$ cat src/rtl/d_fifo_drain_pkg.sv
// d_fifo_drain_pkg
//   Shared constants for the D0/D1 output-FIFO drain block.
//   Holds the FSM state encoding, the destination codes and the default
//   widths that must stay in step with the D0/D1 FIFO parameters.
package d_fifo_drain_pkg;

   localparam int D_FIFO_DATA_W  = 6;  // D0/D1 FIFO word width
   localparam int D_FIFO_COUNT_W = 8;  // per-destination word counter width

   typedef enum logic [1:0] {
      ARB  = 2'd0,
      LOAD = 2'd1,
      SEND = 2'd2
   } drain_state_t;

   localparam logic DEST_D0 = 1'b0;
   localparam logic DEST_D1 = 1'b1;

endpackage

$ cat src/rtl/d_fifo_drain_sat_counter.sv
// sat_counter
//   Word counter that sticks at all-ones instead of wrapping.
//   A synchronous clear takes priority over a same-cycle increment.
// Ports:
//   clk      clock
//   reset_L  asynchronous active-low reset, count -> 0
//   inc      count one word this cycle
//   clr      synchronous clear, wins over inc
//   count    current count
module sat_counter #(
   parameter int COUNT_W = 8
) (
   input  logic               clk,
   input  logic               reset_L,
   input  logic               inc,
   input  logic               clr,
   output logic [COUNT_W-1:0] count
);

   localparam logic [COUNT_W-1:0] ONE = {{(COUNT_W-1){1'b0}}, 1'b1};

   always_ff @(posedge clk or negedge reset_L) begin
      if (!reset_L)
         count <= '0;
      else if (clr)
         count <= '0;
      else if (inc && (count != '1))
         count <= count + ONE;
   end

endmodule

$ cat src/rtl/d_fifo_drain.sv
// d_fifo_drain
//   Drains the D0/D1 output FIFOs of the PCIe transaction path onto a
//   valid/ready link, one word at a time, round-robin between the FIFOs,
//   and keeps a saturating word count per destination.
// Ports:
//   clk, reset_L            clock, asynchronous active-low reset
//   enable                  drain permitted (control FSM active)
//   Fifo_Empty_D0/D1        FIFO empty flags
//   data_D0/D1              FIFO read data, valid the cycle after the pop
//   pop_D0/D1               registered one-cycle read strobes
//   out_ready               downstream accepts the presented word
//   out_valid/data/dest     presented word and its source (0=D0, 1=D1)
//   clr_count               synchronous clear of both counters
//   count_D0/D1             words delivered per source, saturating
//   drain_idle              ARB with nothing to do
module d_fifo_drain
   import d_fifo_drain_pkg::*;
#(
   parameter int DATA_W  = D_FIFO_DATA_W,
   parameter int COUNT_W = D_FIFO_COUNT_W
) (
   input  logic               clk,
   input  logic               reset_L,
   input  logic               enable,
   input  logic               Fifo_Empty_D0,
   input  logic               Fifo_Empty_D1,
   input  logic [DATA_W-1:0]  data_D0,
   input  logic [DATA_W-1:0]  data_D1,
   output logic               pop_D0,
   output logic               pop_D1,
   input  logic               out_ready,
   output logic               out_valid,
   output logic [DATA_W-1:0]  out_data,
   output logic               out_dest,
   input  logic               clr_count,
   output logic [COUNT_W-1:0] count_D0,
   output logic [COUNT_W-1:0] count_D1,
   output logic               drain_idle
);

   localparam int NUM_SRC = 2;

   drain_state_t state;
   logic         last_served;  // source that won the previous arbitration
   logic         sel;          // source of the transfer in flight
   logic         load_wait;    // second LOAD cycle: FIFO data now valid
   logic         pick;
   logic         any_ready;
   logic         accept;

   logic [NUM_SRC-1:0]              inc;
   logic [NUM_SRC-1:0][COUNT_W-1:0] cnt;

   assign any_ready = !Fifo_Empty_D0 || !Fifo_Empty_D1;

   // Single non-empty FIFO wins outright; on a tie the one not served last.
   assign pick = (!Fifo_Empty_D0 && !Fifo_Empty_D1) ? !last_served :
                 (Fifo_Empty_D0 ? DEST_D1 : DEST_D0);

   assign drain_idle = (state == ARB) && (!enable || !any_ready);

   // LOAD lasts two cycles: the pop is high in the first, the FIFO drives
   // the word in the second, and it is captured on the edge closing the
   // second, so out_valid rises with the popped word already in out_data.
   always_ff @(posedge clk or negedge reset_L) begin
      if (!reset_L) begin
         state       <= ARB;
         last_served <= DEST_D1;
         sel         <= DEST_D0;
         load_wait   <= 1'b0;
         pop_D0      <= 1'b0;
         pop_D1      <= 1'b0;
         out_valid   <= 1'b0;
         out_data    <= '0;
         out_dest    <= DEST_D0;
      end else begin
         pop_D0 <= 1'b0;
         pop_D1 <= 1'b0;
         case (state)
            ARB: begin
               if (enable && any_ready) begin
                  sel         <= pick;
                  last_served <= pick;
                  pop_D0      <= (pick == DEST_D0);
                  pop_D1      <= (pick == DEST_D1);
                  load_wait   <= 1'b0;
                  state       <= LOAD;
               end
            end
            LOAD: begin
               if (!load_wait) begin
                  load_wait <= 1'b1;
               end else begin
                  load_wait <= 1'b0;
                  out_data  <= (sel == DEST_D1) ? data_D1 : data_D0;
                  out_dest  <= sel;
                  out_valid <= 1'b1;
                  state     <= SEND;
               end
            end
            SEND: begin
               if (out_ready) begin
                  out_valid <= 1'b0;
                  state     <= ARB;
               end
            end
            default: state <= ARB;
         endcase
      end
   end

   assign accept = (state == SEND) && out_ready;
   assign inc[0] = accept && (out_dest == DEST_D0);
   assign inc[1] = accept && (out_dest == DEST_D1);

   for (genvar g = 0; g < NUM_SRC; g++) begin : g_cnt
      sat_counter #(.COUNT_W(COUNT_W)) u_cnt (
         .clk     (clk),
         .reset_L (reset_L),
         .inc     (inc[g]),
         .clr     (clr_count),
         .count   (cnt[g])
      );
   end

   assign count_D0 = cnt[0];
   assign count_D1 = cnt[1];

endmodule

$ cat config.mk
export PLATFORM = sky130hd
export DESIGN_NAME = d_fifo_drain
export DESIGN_NICKNAME = d
export VERILOG_FILES = /design/src/rtl/d_fifo_drain_pkg.sv /design/src/rtl/d_fifo_drain_sat_counter.sv /design/src/rtl/d_fifo_drain.sv
export SDC_FILE = /design/constraint.sdc
export NUM_CORES = 1
export LEC_CHECK = 0
export CORE_AREA = 3 3 65 67
export CTS_CLUSTER_DIAMETER = 80
export CTS_CLUSTER_SIZE = 40
export DETAILED_ROUTE_END_ITERATION = 10
export DIE_AREA = 0 0 68 70
export GPL_TIMING_DRIVEN = 0
export HOLD_SLACK_MARGIN = 0.02
export PLACE_DENSITY = 0.69
export RECOVER_POWER = 50
export SYNTH_ARGS = -nofsm -noshare
export SYNTH_HDL_FRONTEND = slang
export SYNTH_SLANG_ARGS = --single-unit
$ cat constraint.sdc
create_clock -name clk -period 2.1 [get_ports clk]
set_clock_uncertainty 0.15 [all_clocks]
set_input_delay 0.315 -clock clk [delete_from_list [all_inputs] [get_ports clk]]
set_output_delay 0.315 -clock clk [all_outputs]
set_load 0.1 [all_outputs]
* Word level (Yosys, flattened, before mapping)
Index checks and enable logic that the tools add are counted.
** Storage, ports and cells
- Register bits :: 31
- Input bits :: 19
- Output and inout port bits :: 27
- Word-level logic and storage cells :: 68
** Operators by class
- Add/subtract/negate cells :: 2
- Equal/unequal tests :: 7
- Mux-type cells :: 21
- Bitwise operators :: 2
- Reduce and logical (&&, ||, !) cells :: 25
** Operators with widths (count)
- 8-bit two-way mux :: 4
- 8-bit by 1-bit adder with 8-bit output, second input constant :: 2
- 8-bit inequality test, second input constant :: 2
- 1-bit two-way mux :: 10
- 1-bit logical AND :: 8
- 2-bit nonzero test :: 4
- 2-bit two-way mux :: 3
- 6-bit two-way mux :: 1
- 2-bit case mux with 3 select lines :: 1
- 2-bit AND reduction :: 3
- 3-bit AND reduction :: 2
- 1-bit logical NOT :: 5
- 2-bit inequality test, second input constant :: 2
- 1-bit case mux with 2 select lines :: 2
- 2-bit by 1-bit equality test with 1-bit output, second input constant :: 1
- 2-bit equality test, second input constant :: 1
- 2-bit logical NOT :: 1
- 1-bit logical OR :: 2
- 2-bit by 1-bit inequality test with 1-bit output, second input constant :: 1
- 1-bit inverter :: 2

* Longest topological paths before layout
Gate-level depths: netlist of run 1.
- Depth after elaboration :: 6
- Depth in mapped cells :: 6
- Mapped depth without buffers :: 5

* By module
Synthesis of run 1 repeated with hierarchy kept, for this count alone.
** Unflattened totals
- Cell total of the unflattened synthesis :: 160
- Area, all modules :: 1611.5 sq um
** By module, submodules not included
- sat_counter :: instances 2, cells an instance 49, area each 464.2 sq um, seq. area each 200.2 sq um
- d_fifo_drain :: instances 1, cells an instance 62, area each 683.2 sq um, seq. area each 376.6 sq um

* Least setup slack after synthesis of run 1
OpenSTA, ideal clock, no wires.
- Path kind :: in2out
- From :: input port enable
- To :: output port drain_idle
- Arrival :: 2.493 ns
- Data required time :: 1.635 ns
- Setup slack :: -0.858 ns
- Stages :: 2
- Buffers on the path :: 0
- Cell sequence :: a21boi_0 > nor3_1
** On the way
- Cells in the longest elaborated chain, start to end :: 3
** RTL lines
- start: declaration :: line d_fifo_drain.sv:24 : input logic enable,
- 1-bit logical NOT :: line d_fifo_drain.sv:60 : assign drain_idle = (state == ARB) && (!enable || !any_ready);
- 1-bit logical OR :: line d_fifo_drain.sv:60
- 1-bit logical AND :: line d_fifo_drain.sv:60
- end: declaration :: line d_fifo_drain.sv:38 : output logic drain_idle
No other way between the ends.

* Worst setup path in the final report of run 1
- From :: register g_cnt[1].u_cnt.count[2]
- To :: output port count_D1[2]
** RTL lines
- start: declaration :: line d_fifo_drain_sat_counter.sv:17 : output logic [COUNT_W-1:0] count
- start signal: assignment :: line d_fifo_drain_sat_counter.sv:28 : count <= count + ONE;
- end: declaration :: line d_fifo_drain.sv:37 : output logic [COUNT_W-1:0] count_D1,
No word-level cell between the ends.

==> out/qor.json, run 1 <==
{
  "power.ir.vdd_worst_uv": 661.8,
  "crit_arrival_ns": 1.58,
  "switching_portion_of_total_power_pct": 48.80,
  "area_share_of_and_or_nand_nor_cells_after_synthesis_pct": 19.52,
  "worst-slew-pin-transition_ns": 0.9826,
  "final-max-slew-violation-count": 0,
  "stdcell_count": 245,
  "synthDistinctLibCells": 33,
  "grtUsageTotal_pct": 15.93,
  "netlist_instances": 144,
  "fin_ws_ns": 0.05579,
  "drc": 0,
  "switching_power_mw": 1.258,
  "endpoint_type_of_the_worst_setup_path": "output port",
  "hold_slack_ns": 0.2603,
  "cts_root_buf": "clkbuf_8",
  "drt-initial-drc-count": 45,
  "port_buffers": 44,
  "worst_hold_path_type": "primary input to flip-flop",
  "synth_nets": 165,
  "place_inst": 236,
  "routed_length_on_met2_um": 1772,
  "p_int_mw": 1.320,
  "wirelength_met1_um": 1447,
  "seqPwrFrac_pct": 32.4,
  "most_frequently_used_cell_type_in_the_post_synthesis_netlist": "dfrtp_1",
  "topRoutingLayerUsed": "met4",
  "ys_async_sr_fraction_pct": 100.0,
  "height_of_the_die_um": 70,
  "synth_top_area_share_pct": 51.15,
  "synth_area_mm2": 0.001468,
  "routed-via-count": 1258,
  "main_combinational_cell_family_by_area_after_synthesis": "simple AND/OR/NAND/NOR gates",
  "top_cell_types_by_occurrence_after_synthesis": "dfrtp_1 (30), nand2_1 (14), o21ai_0 (14)",
  "cp.required_ns": 1.63,
  "core.rowCount": 22,
  "path_buf_inv": 1,
  "finish.utilization_pct": 55.36,
  "hpwl_um": 2494,
  "combinationalPowerShare_pct": 48.0,
  "synth_seq_cells": 31,
  "drv_cap": 0,
  "n_antenna_cell": 0,
  "grt_pass1_wl_um": 5851,
  "synth_compound_area_share_pct": 14.41,
  "grt_max_degree": 32,
  "yosys_warnings": 0,
  "power.static_leakage_nw": 0.9540,
  "synthDominantAreaCellType": "dfrtp_1",
  "avgRoutedWirePerCell_um": 13.84,
  "slowest_delay_ns": 0.88,
  "category_of_the_critical_setup_timing_path": "flip-flop to output port",
  "worst-r2r-cell-count": 5,
  "synthXorXnorAreaFrac_pct": 2.387,
  "maximum_level_of_the_cts_h_tree": 2,
  "post_synth.cell_area_avg_um2": 10.19,
  "start_util_pct": 39.79,
  "grt_antenna_before_repair": 0,
  "placeableCoreArea_mm2": 0.003689,
  "run_status": "complete, no violations",
  "first_global_vias": 1277,
  "drt_pass1_iterations": 4,
  "drt.antenna.violating_nets": 0,
  "tritoncts.num_buffers": 5,
  "gp_congestion": 0.8213,
  "final.period_utilization_pct": 97.34,
  "routed_wirelength_um": 3391,
  "clk_transition_reported_paths_ns": 0.07,
  "synth_fa_ha_area_share_pct": 1.705,
  "final_layout_size_suffix_gt1_share_pct": 13.20,
  "path_delay_family": "buffers and inverters",
  "clkSinkCount": 31,
  "worst_setup_path_start_kind": "flip-flop",
  "post-place-ws_ns": -0.5917,
  "vias_per_cell": 5.135,
  "maxSlewHeadroom_pct": 34.75,
  "grt_overflow_total": 0,
  "yosys-top-cells-area": "dfrtp_1 (51%), mux2i_1 (6.1%), o21ai_0 (4.8%)",
  "power_frac_clock_pct": 19.6,
  "floorplan.die_area_mm2": 0.004760,
  "layout_area_overhead_pct": 39.13,
  "powerDensity_mw_per_mm2": 1262,
  "yosysSeqAreaShare_pct": 52.94,
  "post-route-min-period_ns": 2.044,
  "met3_length_um": 131,
  "synth-main-ff-cell": "dfrtp_1",
  "crit_fanout": 7,
  "setup_repair_after_global_routing_missed_its_margin": "no",
  "hold_depth": 2,
  "post_synth_mux_area_share_pct": 6.905,
  "hold_viol_final": 0,
  "critical_path.cell_chain": "dlygate4sd2_1",
  "worst_skew_pair_later_pin_latency_ns": 0.27,
  "fp.dieW_um": 68,
  "cts_max_path_buffers": 2,
  "number_of_nets_in_the_layout": 217,
  "fmax_mhz": 489.2,
  "worst-path-stages": 1,
  "setup_viol_count_final": 0,
  "synth_enable_flop_cells": 0,
  "top_level_ports": 46,
  "tritoncts_clock_tree": "yes",
  "cpMaxStageDelayCell": "dlygate4sd2_1"
}
==> cell families after synthesis <==
group                    Yosys count
buffers and inverters              8
flip-flops                        31
multiplexers                      10
adder cells (fa/ha/maj)            2
XOR/XNOR                           4
AO/OA/AOI/OAI                     35
AND/OR/NAND/NOR                   54
==> final cells by class <==
cell class	instances	area (µm²)
Timing Repair Buffer	45	404.1
Fill cell	362	1647
Tap cell	48	60.06
Inverter	3	11.26
Clock buffer	8	100.1
Sequential cell	31	789.5
Multi-Input combinational cell	105	656.9
Buffer	5	20.02
==> what timing repair did <==
item	CTS	global route
endpoints found under the hold margin	0	30
endpoints found under the setup margin	27	1
pin swaps	0	0
hold buffers	0	1
resized for setup	31	2
buffers inserted	0	0
==> final timing paths <==
kind                                         start                      end  slack [ns]
hold reg to reg                        out_data[2]              out_data[2]        0.33
setup / recovery           g_cnt[1].u_cnt.count[2]              count_D1[2]        0.06
max in group asynchronous                  reset_L  g_cnt[1].u_cnt.count[1]        0.78
hold / removal                           clr_count  g_cnt[1].u_cnt.count[3]        0.26
setup reg to reg           g_cnt[0].u_cnt.count[0]  g_cnt[0].u_cnt.count[7]        0.23
min in group asynchronous                  reset_L              out_data[2]        0.49
==> state kept, by name, summed over array words and instances, names as in the netlist <==
name / flops
g_cnt.u_cnt.count: 16
last_served: 1
load_wait: 1
out_data: 6
out_dest: 1
out_valid: 1
pop_D0: 1
pop_D1: 1
sel: 1
state: 2
==> power groups by stage <==
stage | sequential (mW) | clock [mW] | combinational, mW
after floorplan | 1.46 | 0 | 0.380
after global placement | 0.840 | 0 | 1.30
after detailed placement | 0.851 | 0 | 1.32
after CTS | 0.835 | 0.518 | 1.26
after global routing | 0.855 | 0.553 | 1.31
final | 0.834 | 0.506 | 1.24
==> placed cells by master (no fill, tap or decap), drive strengths merged, types with 2 or more instances in the layout <==
master          n
dlygate4sd2    25
nand3           7
clkdlybuf4s50  14
mux2i           9
a21oi          10
dfrtp          30
nand2b          2
dlygate4sd3     3
o21a            2
o21ai          15
inv             3
nand2          14
nor2           11
nand4           3
or3             5
or4             5
o31ai           5
xor2            3
buf             4
clkbuf         12
ha              2
==> routing by layer <==
metal  global-route usage [%]  vias up
li1                         -      627
met4                    6.402        0
met2                    25.80       28
met5                        0        -
met3                    3.537        4
met1                    20.12      599
==> per-stage QoR <==
step           power (mW)  cell area (µm²)  setup TNS, ns
6_report            2.578             2042              0
5_1_grt             2.722             2042              0
4_1_cts             2.609             2048              0
3_5_place_dp        2.173             1986         -2.391
3_3_place_gp        2.144             1986         -1.487
2_1_floorplan       1.840             1485      -0.009216
Power figures use the tool's default switching activity.
==> run 2: changes to the inputs <==
--- a/config.mk
+++ b/config.mk
@@ -5,15 +5,16 @@
 export SDC_FILE = /design/constraint.sdc
 export NUM_CORES = 1
 export LEC_CHECK = 0
-export CORE_AREA = 3 3 65 67
+export CORE_AREA = 3 3 61 63
 export CTS_CLUSTER_DIAMETER = 80
 export CTS_CLUSTER_SIZE = 40
 export DETAILED_ROUTE_END_ITERATION = 10
-export DIE_AREA = 0 0 68 70
+export DIE_AREA = 0 0 64 66
 export GPL_TIMING_DRIVEN = 0
 export HOLD_SLACK_MARGIN = 0.02
-export PLACE_DENSITY = 0.69
+export PLACE_DENSITY = 0.77
 export RECOVER_POWER = 50
+export REMOVE_ABC_BUFFERS = 1
 export SYNTH_ARGS = -nofsm -noshare
 export SYNTH_HDL_FRONTEND = slang
 export SYNTH_SLANG_ARGS = --single-unit
==> run 2 against run 1 <==
Maximum frequency up 0.20%; clock-buffer cell count decreased by 2; worst hold slack improved by 0.079 ns; die area decreased by 11%; utilization rose by 5.9 points; design area shrank 1.5%; via count is 0.24% higher; sequential share of layout area about the same; clock power grew 15%; largest power group unchanged.
==> out/qor.json, run 2 (synthesized netlist as in run 1, its figures left out) <==
{
  "tns": {"value": 0, "unit": "ns", "change": "unchanged"},
  "routed_wirelength": {"value": 3334, "unit": "µm", "change": "was 3391 µm"},
  "port_buffers": {"value": 45, "change": "was 44"},
  "crit_arrival": {"value": 1.58, "unit": "ns", "change": "about the same"},
  "maxSlewHeadroom": {"value": 35.91, "unit": "%", "change": "was 34.75%"},
  "final_common_cell": {"value": "dfrtp_1", "change": "was dlygate4sd2_1"},
  "largest_register": {"value": "g_cnt.u_cnt.count", "change": "unchanged"},
  "design_area": {"value": 0.002012, "unit": "mm²", "change": "was 0.002042 mm²"},
  "hpwl": {"value": 2396, "unit": "µm", "change": "was 2494 µm"},
  "clk_transition_reported_paths": {"value": 0.10, "unit": "ns", "change": "was 0.07 ns"},
  "avgRoutedWirePerCell": {"value": 13.95, "unit": "µm", "change": "was 13.84 µm"},
  "drt_pass1_iterations": {"value": 4, "change": "unchanged"},
  "top_level_ports": {"value": 46, "change": "unchanged"},
  "run_status": {"value": "complete, no violations", "change": "unchanged"},
  "setup_viol_count_final": {"value": 0, "change": "unchanged"},
  "setup_repair_after_global_routing_missed_its_margin": {"value": "no", "change": "unchanged"},
  "tritoncts_clock_tree": {"value": "yes", "change": "unchanged"},
  "tritoncts.num_buffers": {"value": 5, "change": "unchanged"},
  "grtUsageTotal": {"value": 17.31, "unit": "%", "change": "was 15.93%"},
  "worst-r2r-cell-count": {"value": 4, "change": "was 5"},
  "grt_antenna_before_repair": {"value": 0, "change": "unchanged"},
  "category_of_the_critical_setup_timing_path": {"value": "flip-flop to output port", "change": "unchanged"},
  "final-max-slew-violation-count": {"value": 0, "change": "unchanged"},
  "power.ir.vdd_worst": {"value": 904.5, "unit": "µV", "change": "was 661.8 µV"},
  "floorplan.die_area": {"value": 0.004224, "unit": "mm²", "change": "was 0.004760 mm²"},
  "drv_cap": {"value": 0, "change": "unchanged"},
  "number_of_buffers_inserted_to_repair_setup_after_cts": {"value": 0, "change": "unchanged"},
  "grt_pass1_wl": {"value": 5658, "unit": "µm", "change": "was 5851 µm"},
  "final.period_utilization": {"value": 97.15, "unit": "%", "change": "was 97.34%"},
  "post_dp_cell_area": {"value": 0.001956, "unit": "mm²", "change": "was 0.001986 mm²"},
  "n_antenna_cell": {"value": 0, "change": "unchanged"},
  "worst-slew-pin-transition": {"value": 0.9652, "unit": "ns", "change": "was 0.9826 ns"},
  "place_inst": {"value": 230, "change": "was 236"},
  "post-route-min-period": {"value": 2.040, "unit": "ns", "change": "was 2.044 ns"},
  "clkSinkCount": {"value": 31, "change": "unchanged"},
  "crit_fanout": {"value": 4, "change": "was 7"},
  "worst_setup_path_start_kind": {"value": "flip-flop", "change": "unchanged"},
  "cp.required": {"value": 1.63, "unit": "ns", "change": "about the same"},
  "cpMaxStageDelayCell": {"value": "clkdlybuf4s15_1", "change": "was dlygate4sd2_1"},
  "hold_viol_final": {"value": 0, "change": "unchanged"},
  "top_regs": {"value": "g_cnt.u_cnt.count x16, out_data x6, state x2", "change": "unchanged"},
  "fp.dieW": {"value": 64, "unit": "µm", "change": "was 68 µm"},
  "nFillCells": {"value": 303, "change": "was 362"},
  "final_cell_mix": {"value": "dfrtp_1 (30), clkdlybuf4s50_1 (16), nand2_1 (14), o21ai_0 (14), nor2_1 (11)", "change": "was dlygate4sd2_1 (25), dfrtp_1 (20), nand2_1 (14), o21ai_0 (14), clkdlybuf4s50_1 (14)"},
  "worst_hold_path_type": {"value": "flip-flop to flip-flop", "change": "was primary input to flip-flop"},
  "cts_max_path_buffers": {"value": 2, "change": "unchanged"},
  "power.static_leakage": {"value": 0.9095, "unit": "nW", "change": "was 0.9540 nW"},
  "setup.reg_to_reg.worst_slack": {"value": 0.22, "unit": "ns", "change": "was 0.23 ns"},
  "path_buf_inv": {"value": 1, "change": "unchanged"},
  "path_delay_family": {"value": "buffers and inverters", "change": "unchanged"},
  "start_util": {"value": 44.69, "unit": "%", "change": "was 39.79%"},
  "final_layout_size_suffix_gt1_share": {"value": 15.03, "unit": "%", "change": "was 13.20%"},
  "number_of_nets_in_the_layout": {"value": 213, "change": "was 217"},
  "worst_skew_pair_later_pin_latency": {"value": 0.34, "unit": "ns", "change": "was 0.27 ns"},
  "largest_register_ffs": {"value": 16, "change": "unchanged"},
  "maximum_level_of_the_cts_h_tree": {"value": 2, "change": "unchanged"},
  "grt_overflow_total": {"value": 0, "change": "unchanged"},
  "powerDensity": {"value": 1308, "unit": "mW/mm²", "change": "was 1262 mW/mm²"},
  "fmax": {"value": 490.2, "unit": "MHz", "change": "was 489.2 MHz"},
  "finish.utilization": {"value": 61.26, "unit": "%", "change": "was 55.36%"},
  "gp_congestion": {"value": 0.7480, "change": "was 0.8213"},
  "height_of_the_die": {"value": 66, "unit": "µm", "change": "was 70 µm"},
  "core.rowCount": {"value": 21, "change": "was 22"},
  "slowest_delay": {"value": 0.85, "unit": "ns", "change": "was 0.88 ns"},
  "hold_depth": {"value": 2, "change": "unchanged"},
  "design_power_total": {"value": 2.631, "unit": "mW", "change": "was 2.578 mW"},
  "drc": {"value": 0, "change": "unchanged"},
  "cts_root_buf": {"value": "clkbuf_4", "change": "was clkbuf_8"},
  "drt.antenna.violating_nets": {"value": 0, "change": "unchanged"},
  "endpoint_type_of_the_worst_setup_path": {"value": "output port", "change": "unchanged"},
  "routed-via-count": {"value": 1261, "change": "was 1258"},
  "stdcell_count": {"value": 239, "change": "was 245"},
  "layout_area_overhead": {"value": 37.08, "unit": "%", "change": "was 39.13%"},
  "critical_path.cell_chain": {"value": "clkdlybuf4s15_1", "change": "was dlygate4sd2_1"},
  "placeableCoreArea": {"value": 0.003284, "unit": "mm²", "change": "was 0.003689 mm²"},
  "first_global_vias": {"value": 1300, "change": "was 1277"},
  "drt-initial-drc-count": {"value": 28, "change": "was 45"},
  "vias_per_cell": {"value": 5.276, "change": "was 5.135"},
  "grt_max_degree": {"value": 32, "change": "unchanged"},
  "worst-path-stages": {"value": 1, "change": "unchanged"}
}
[run 2: cell types whose count changed in the layout (fill, tap and decap cells not counted), moves of 7 or more]
cell             previous run  this run
dlygate4sd2_1              25         9
dfrtp_1                    20        30
dfrtp_2                    10         0
clkbuf_2                    2        10
clkbuf_8                    7         0
clkdlybuf4s15_2             0         7
[run 2: area by class of cell]
class	instances	area [µm²]	area share, %
tap	46	57.56	2.861
clock inverter	2	60.06	2.985
multi-input combinational	105	659.4	32.77
inverter	3	11.26	0.5597
sequential	31	777.0	38.62
timing repair buffer	46	405.4	20.15
clock buffer	6	41.29	2.052
[run 2: worst paths after layout]
check	from	to
worst min register to register	out_data[3]	out_data[3]
worst max register to register	state[0]	g_cnt[1].u_cnt.count[5]
worst max-delay path	g_cnt[1].u_cnt.count[1]	count_D1[1]
max in group asynchronous	reset_L	g_cnt[1].u_cnt.count[5]
worst min-delay path	out_data[3]	out_data[3]
min in group asynchronous	reset_L	g_cnt[0].u_cnt.count[3]
[run 2: metrics by stage]
step	worst slack, ns	hold slack [ns]
after global routing	0.005466	0.3813
after detailed placement	-0.6254	0.3224
after global placement	-0.6207	0.3151
after floorplan	-0.8575	-0.1306
after CTS	0.0005909	0.3401
final	0.05991	0.3390
[run 2: layer usage]
| layer | global-route usage, % | up-vias | routed length (µm) | share of wire, % |
|---|---|---|---|---|
| li1 | - | 617 | - | - |
| met1 | 18.91 | 603 | 1404 | 42 |
| met2 | 30.71 | 38 | 1693 | 51 |
| met3 | 7.143 | 3 | 207 | 6.2 |
| met4 | 4.852 | 0 | 28 | 0.84 |
| met5 | 0 | - | 0 | 0 |
[run 2: power breakdown]
part / switching [mW] / internal, mW / leakage, nW
registers: 0.120 / 0.737 / 0.405
logic: 0.921 / 0.269 / 0.452
clock network: 0.213 / 0.372 / 0.0525
[run 2: repair_timing]
action                                  4_1_cts  5_1_grt
gates resized for setup                      50       17
endpoints found under the setup margin       27       15
hold endpoints to repair                      0       30
hold buffers                                  0        1
==> run 3: changes to the inputs <==
--- a/config.mk
+++ b/config.mk
@@ -5,16 +5,18 @@
 export SDC_FILE = /design/constraint.sdc
 export NUM_CORES = 1
 export LEC_CHECK = 0
-export CORE_AREA = 3 3 61 63
+export CORE_AREA = 3 3 63 65
 export CTS_CLUSTER_DIAMETER = 80
 export CTS_CLUSTER_SIZE = 40
 export DETAILED_ROUTE_END_ITERATION = 10
-export DIE_AREA = 0 0 64 66
+export DIE_AREA = 0 0 66 68
 export GPL_TIMING_DRIVEN = 0
 export HOLD_SLACK_MARGIN = 0.02
 export PLACE_DENSITY = 0.77
 export RECOVER_POWER = 50
 export REMOVE_ABC_BUFFERS = 1
+export SKIP_LAST_GASP = 1
 export SYNTH_ARGS = -nofsm -noshare
 export SYNTH_HDL_FRONTEND = slang
+export SYNTH_HIERARCHICAL = 1
 export SYNTH_SLANG_ARGS = --single-unit
==> run 3 against run 2 <==
Worst hold slack worse by 0.0076 ns; area after synthesis up 9.8%; wire length up 5.6%; worst setup slack better by 0.024 ns; non-clock buffer count up 3; final cell count up 7.1%; largest cell class is now multi-input gates.
==> out/qor.json, run 3 <==
{
  "worst_setup_path_start_kind": {"value": "flip-flop", "change": "unchanged"},
  "n_antenna_cell": {"value": 0, "change": "unchanged"},
  "critical_path.cell_chain": {"value": "clkdlybuf4s15_1", "change": "unchanged"},
  "drt.antenna.violating_nets": {"value": 0, "change": "unchanged"},
  "synthDistinctLibCells": {"value": 40, "change": "was 33"},
  "netlist_instances": {"value": 160, "change": "was 144"},
  "largest_register_ffs": {"value": 16, "change": "unchanged"},
  "final_common_cell": {"value": "dfrtp_1", "change": "unchanged"},
  "synth_enable_flop_cells": {"value": 0, "change": "unchanged"},
  "maxSlewHeadroom": {"value": 35.65, "unit": "%", "change": "was 35.91%"},
  "drv_cap": {"value": 0, "change": "unchanged"},
  "hold_slack": {"value": 0.3314, "unit": "ns", "change": "was 0.3390 ns"},
  "grt_max_degree": {"value": 32, "change": "unchanged"},
  "synth_top_area_share": {"value": 46.58, "unit": "%", "change": "was 51.15%"},
  "port_buffers": {"value": 45, "change": "unchanged"},
  "grtUsageTotal": {"value": 17.96, "unit": "%", "change": "was 17.31%"},
  "tritoncts.num_buffers": {"value": 5, "change": "unchanged"},
  "cts_max_path_buffers": {"value": 2, "change": "unchanged"},
  "grt_pass1_wl": {"value": 6051, "unit": "µm", "change": "was 5658 µm"},
  "start_util": {"value": 47.55, "unit": "%", "change": "was 44.69%"},
  "power.ir.vdd_worst": {"value": 938.0, "unit": "µV", "change": "was 904.5 µV"},
  "maximum_level_of_the_cts_h_tree": {"value": 2, "change": "unchanged"},
  "yosys_warnings": {"value": 6, "change": "was 0"},
  "placeableCoreArea": {"value": 0.003390, "unit": "mm²", "change": "was 0.003284 mm²"},
  "power.static_leakage": {"value": 0.9391, "unit": "nW", "change": "was 0.9095 nW"},
  "worst-slew-pin-transition": {"value": 0.9690, "unit": "ns", "change": "was 0.9652 ns"},
  "post_synth.cell_area_avg": {"value": 10.07, "unit": "µm²", "change": "was 10.19 µm²"},
  "finish.utilization": {"value": 62.61, "unit": "%", "change": "was 61.26%"},
  "yosys-top-cells-area": {"value": "dfrtp_1 (47%), mux2i_1 (5.0%), mux2_2 (3.5%)", "change": "was dfrtp_1 (51%), mux2i_1 (6.1%), o21ai_0 (4.8%)"},
  "clkSinkCount": {"value": 31, "change": "unchanged"},
  "largest_register": {"value": "g_cnt.u_cnt/count", "change": "was g_cnt.u_cnt.count"},
  "synth_area": {"value": 0.001612, "unit": "mm²", "change": "was 0.001468 mm²"},
  "category_of_the_critical_setup_timing_path": {"value": "flip-flop to output port", "change": "unchanged"},
  "worst_skew_pair_later_pin_latency": {"value": 0.33, "unit": "ns", "change": "was 0.34 ns"},
  "tritoncts_clock_tree": {"value": "yes", "change": "unchanged"},
  "gp_congestion": {"value": 0.7891, "change": "was 0.7480"},
  "synthDominantAreaCellType": {"value": "dfrtp_1", "change": "unchanged"},
  "powerDensity": {"value": 1138, "unit": "mW/mm²", "change": "was 1308 mW/mm²"},
  "endpoint_type_of_the_worst_setup_path": {"value": "output port", "change": "unchanged"},
  "cp.required": {"value": 1.63, "unit": "ns", "change": "about the same"},
  "avgRoutedWirePerCell": {"value": 13.75, "unit": "µm", "change": "was 13.95 µm"},
  "number_of_nets_in_the_layout": {"value": 230, "change": "was 213"},
  "cpMaxStageDelayCell": {"value": "clkdlybuf4s15_1", "change": "unchanged"},
  "crit_fanout": {"value": 3, "change": "was 4"},
  "tns": {"value": 0, "unit": "ns", "change": "unchanged"},
  "post-place-ws": {"value": -0.7173, "unit": "ns", "change": "was -0.6254 ns"},
  "design_area": {"value": 0.002122, "unit": "mm²", "change": "was 0.002012 mm²"},
  "slowest_delay": {"value": 0.84, "unit": "ns", "change": "was 0.85 ns"},
  "yosysSeqAreaShare": {"value": 48.21, "unit": "%", "change": "was 52.94%"},
  "most_frequently_used_cell_type_in_the_post_synthesis_netlist": {"value": "dfrtp_1", "change": "unchanged"},
  "crit_arrival": {"value": 1.55, "unit": "ns", "change": "was 1.58 ns"},
  "grt_overflow_total": {"value": 0, "change": "unchanged"},
  "final_layout_size_suffix_gt1_share": {"value": 21.43, "unit": "%", "change": "was 15.03%"},
  "ys_async_sr_fraction": {"value": 100.0, "unit": "%", "change": "unchanged"},
  "path_buf_inv": {"value": 1, "change": "unchanged"},
  "top_cell_types_by_occurrence_after_synthesis": {"value": "dfrtp_1 (30), nand2_1 (14), nor3_1 (10)", "change": "was dfrtp_1 (30), nand2_1 (14), o21ai_0 (14)"},
  "path_delay_family": {"value": "buffers and inverters", "change": "unchanged"},
  "drt_pass1_iterations": {"value": 4, "change": "unchanged"},
  "vias_per_cell": {"value": 5.418, "change": "was 5.276"},
  "clk_transition_reported_paths": {"value": 0.09, "unit": "ns", "change": "was 0.10 ns"},
  "synth-main-ff-cell": {"value": "dfrtp_1", "change": "unchanged"},
  "fin_ws": {"value": 0.08420, "unit": "ns", "change": "was 0.05991 ns"},
  "final_cell_mix": {"value": "dfrtp_1 (28), clkdlybuf4s50_1 (16), nand2_1 (14)", "change": "was dfrtp_1 (30), clkdlybuf4s50_1 (16), nand2_1 (14), o21ai_0 (14), nor2_1 (11)"},
  "final.period_utilization": {"value": 95.99, "unit": "%", "change": "was 97.15%"},
  "setup_viol_count_final": {"value": 0, "change": "unchanged"},
  "fp.dieW": {"value": 66, "unit": "µm", "change": "was 64 µm"},
  "post_dp_cell_area": {"value": 0.002078, "unit": "mm²", "change": "was 0.001956 mm²"},
  "core.rowCount": {"value": 21, "change": "unchanged"},
  "height_of_the_die": {"value": 68, "unit": "µm", "change": "was 66 µm"},
  "top_regs": {"value": "g_cnt.u_cnt/count x16, out_data x6, state x2", "change": "was g_cnt.u_cnt.count x16, out_data x6, state x2"},
  "final-max-slew-violation-count": {"value": 0, "change": "unchanged"},
  "post-route-min-period": {"value": 2.016, "unit": "ns", "change": "was 2.040 ns"},
  "layout_area_overhead": {"value": 31.68, "unit": "%", "change": "was 37.08%"},
  "stdcell_count": {"value": 256, "change": "was 239"},
  "hpwl": {"value": 2497, "unit": "µm", "change": "was 2396 µm"},
  "grt_antenna_before_repair": {"value": 0, "change": "unchanged"},
  "hold_viol_final": {"value": 0, "change": "unchanged"},
  "drt-initial-drc-count": {"value": 130, "change": "was 28"},
  "synth_seq_cells": {"value": 31, "change": "unchanged"},
  "fmax": {"value": 496.1, "unit": "MHz", "change": "was 490.2 MHz"},
  "worst_hold_path_type": {"value": "flip-flop to flip-flop", "change": "unchanged"},
  "top_level_ports": {"value": 46, "change": "unchanged"},
  "routed_wirelength": {"value": 3521, "unit": "µm", "change": "was 3334 µm"},
  "floorplan.die_area": {"value": 0.004488, "unit": "mm²", "change": "was 0.004224 mm²"},
  "cts_root_buf": {"value": "clkbuf_4", "change": "unchanged"},
  "drc": {"value": 0, "change": "unchanged"},
  "first_global_vias": {"value": 1353, "change": "was 1300"},
  "place_inst": {"value": 244, "change": "was 230"},
  "design_power_total": {"value": 2.414, "unit": "mW", "change": "was 2.631 mW"},
  "routed-via-count": {"value": 1387, "change": "was 1261"},
  "run_status": {"value": "complete, no violations", "change": "unchanged"}
}
## run 3: logic make-up after synthesis
kind of cell             share of synthesized area, %
AO/OA/AOI/OAI                                   12.58
adder cells (fa/ha/maj)                         1.553
buffers and inverters                           3.960
flip-flops                                      48.21
multiplexers                                    8.463
AND/OR/NAND/NOR                                 25.23
## run 3: power breakdown
group          total (mW)  internal (mW)  leakage [nW]  switching (mW)
Sequential          0.879          0.738         0.405           0.141
Combinational        1.21          0.291         0.505           0.915
Clock               0.329          0.130        0.0293           0.199
## run 3: path summary, 6_finish.rpt
check | start | endpoint | slack [ns] | depth (start not counted)
max in group asynchronous | reset_L | state[0] | 0.84 | 2
min in group asynchronous | reset_L | g_cnt[0].u_cnt/count[5] | 0.43 | 2
max reg2reg | state[1] | g_cnt[1].u_cnt/count[7] | 0.18 | 5
min | out_data[3] | out_data[3] | 0.33 | 2
min reg2reg | out_data[3] | out_data[3] | 0.33 | 2
max | out_valid | out_valid | 0.08 | 1
## run 3: layer usage
layer / global-route usage [%] / wire [µm] / vias to the layer above
li1: - / - / 673
met1: 20.23 / 1513 / 657
met2: 29.16 / 1592 / 51
met3: 7.225 / 341 / 6
met4: 9.898 / 73 / 0
met5: 0 / 0 / -
## run 3: what timing repair did
action	CTS	global route
buffers inserted	0	3
endpoints found under the hold margin	0	30
pin swaps	0	2
gates resized for setup	58	20
hold buffers	0	1
endpoints found under the setup margin	36	17
## run 3: final cells by class
cell class	count	area [µm²]
fillers	288	1267
multi-input cells	116	780.7
flip-flops and latches	31	779.5
repair buffers	49	431.7
well taps	46	57.56
clock buffers	7	45.04
inverters	6	22.52
clock inverters	1	5.005
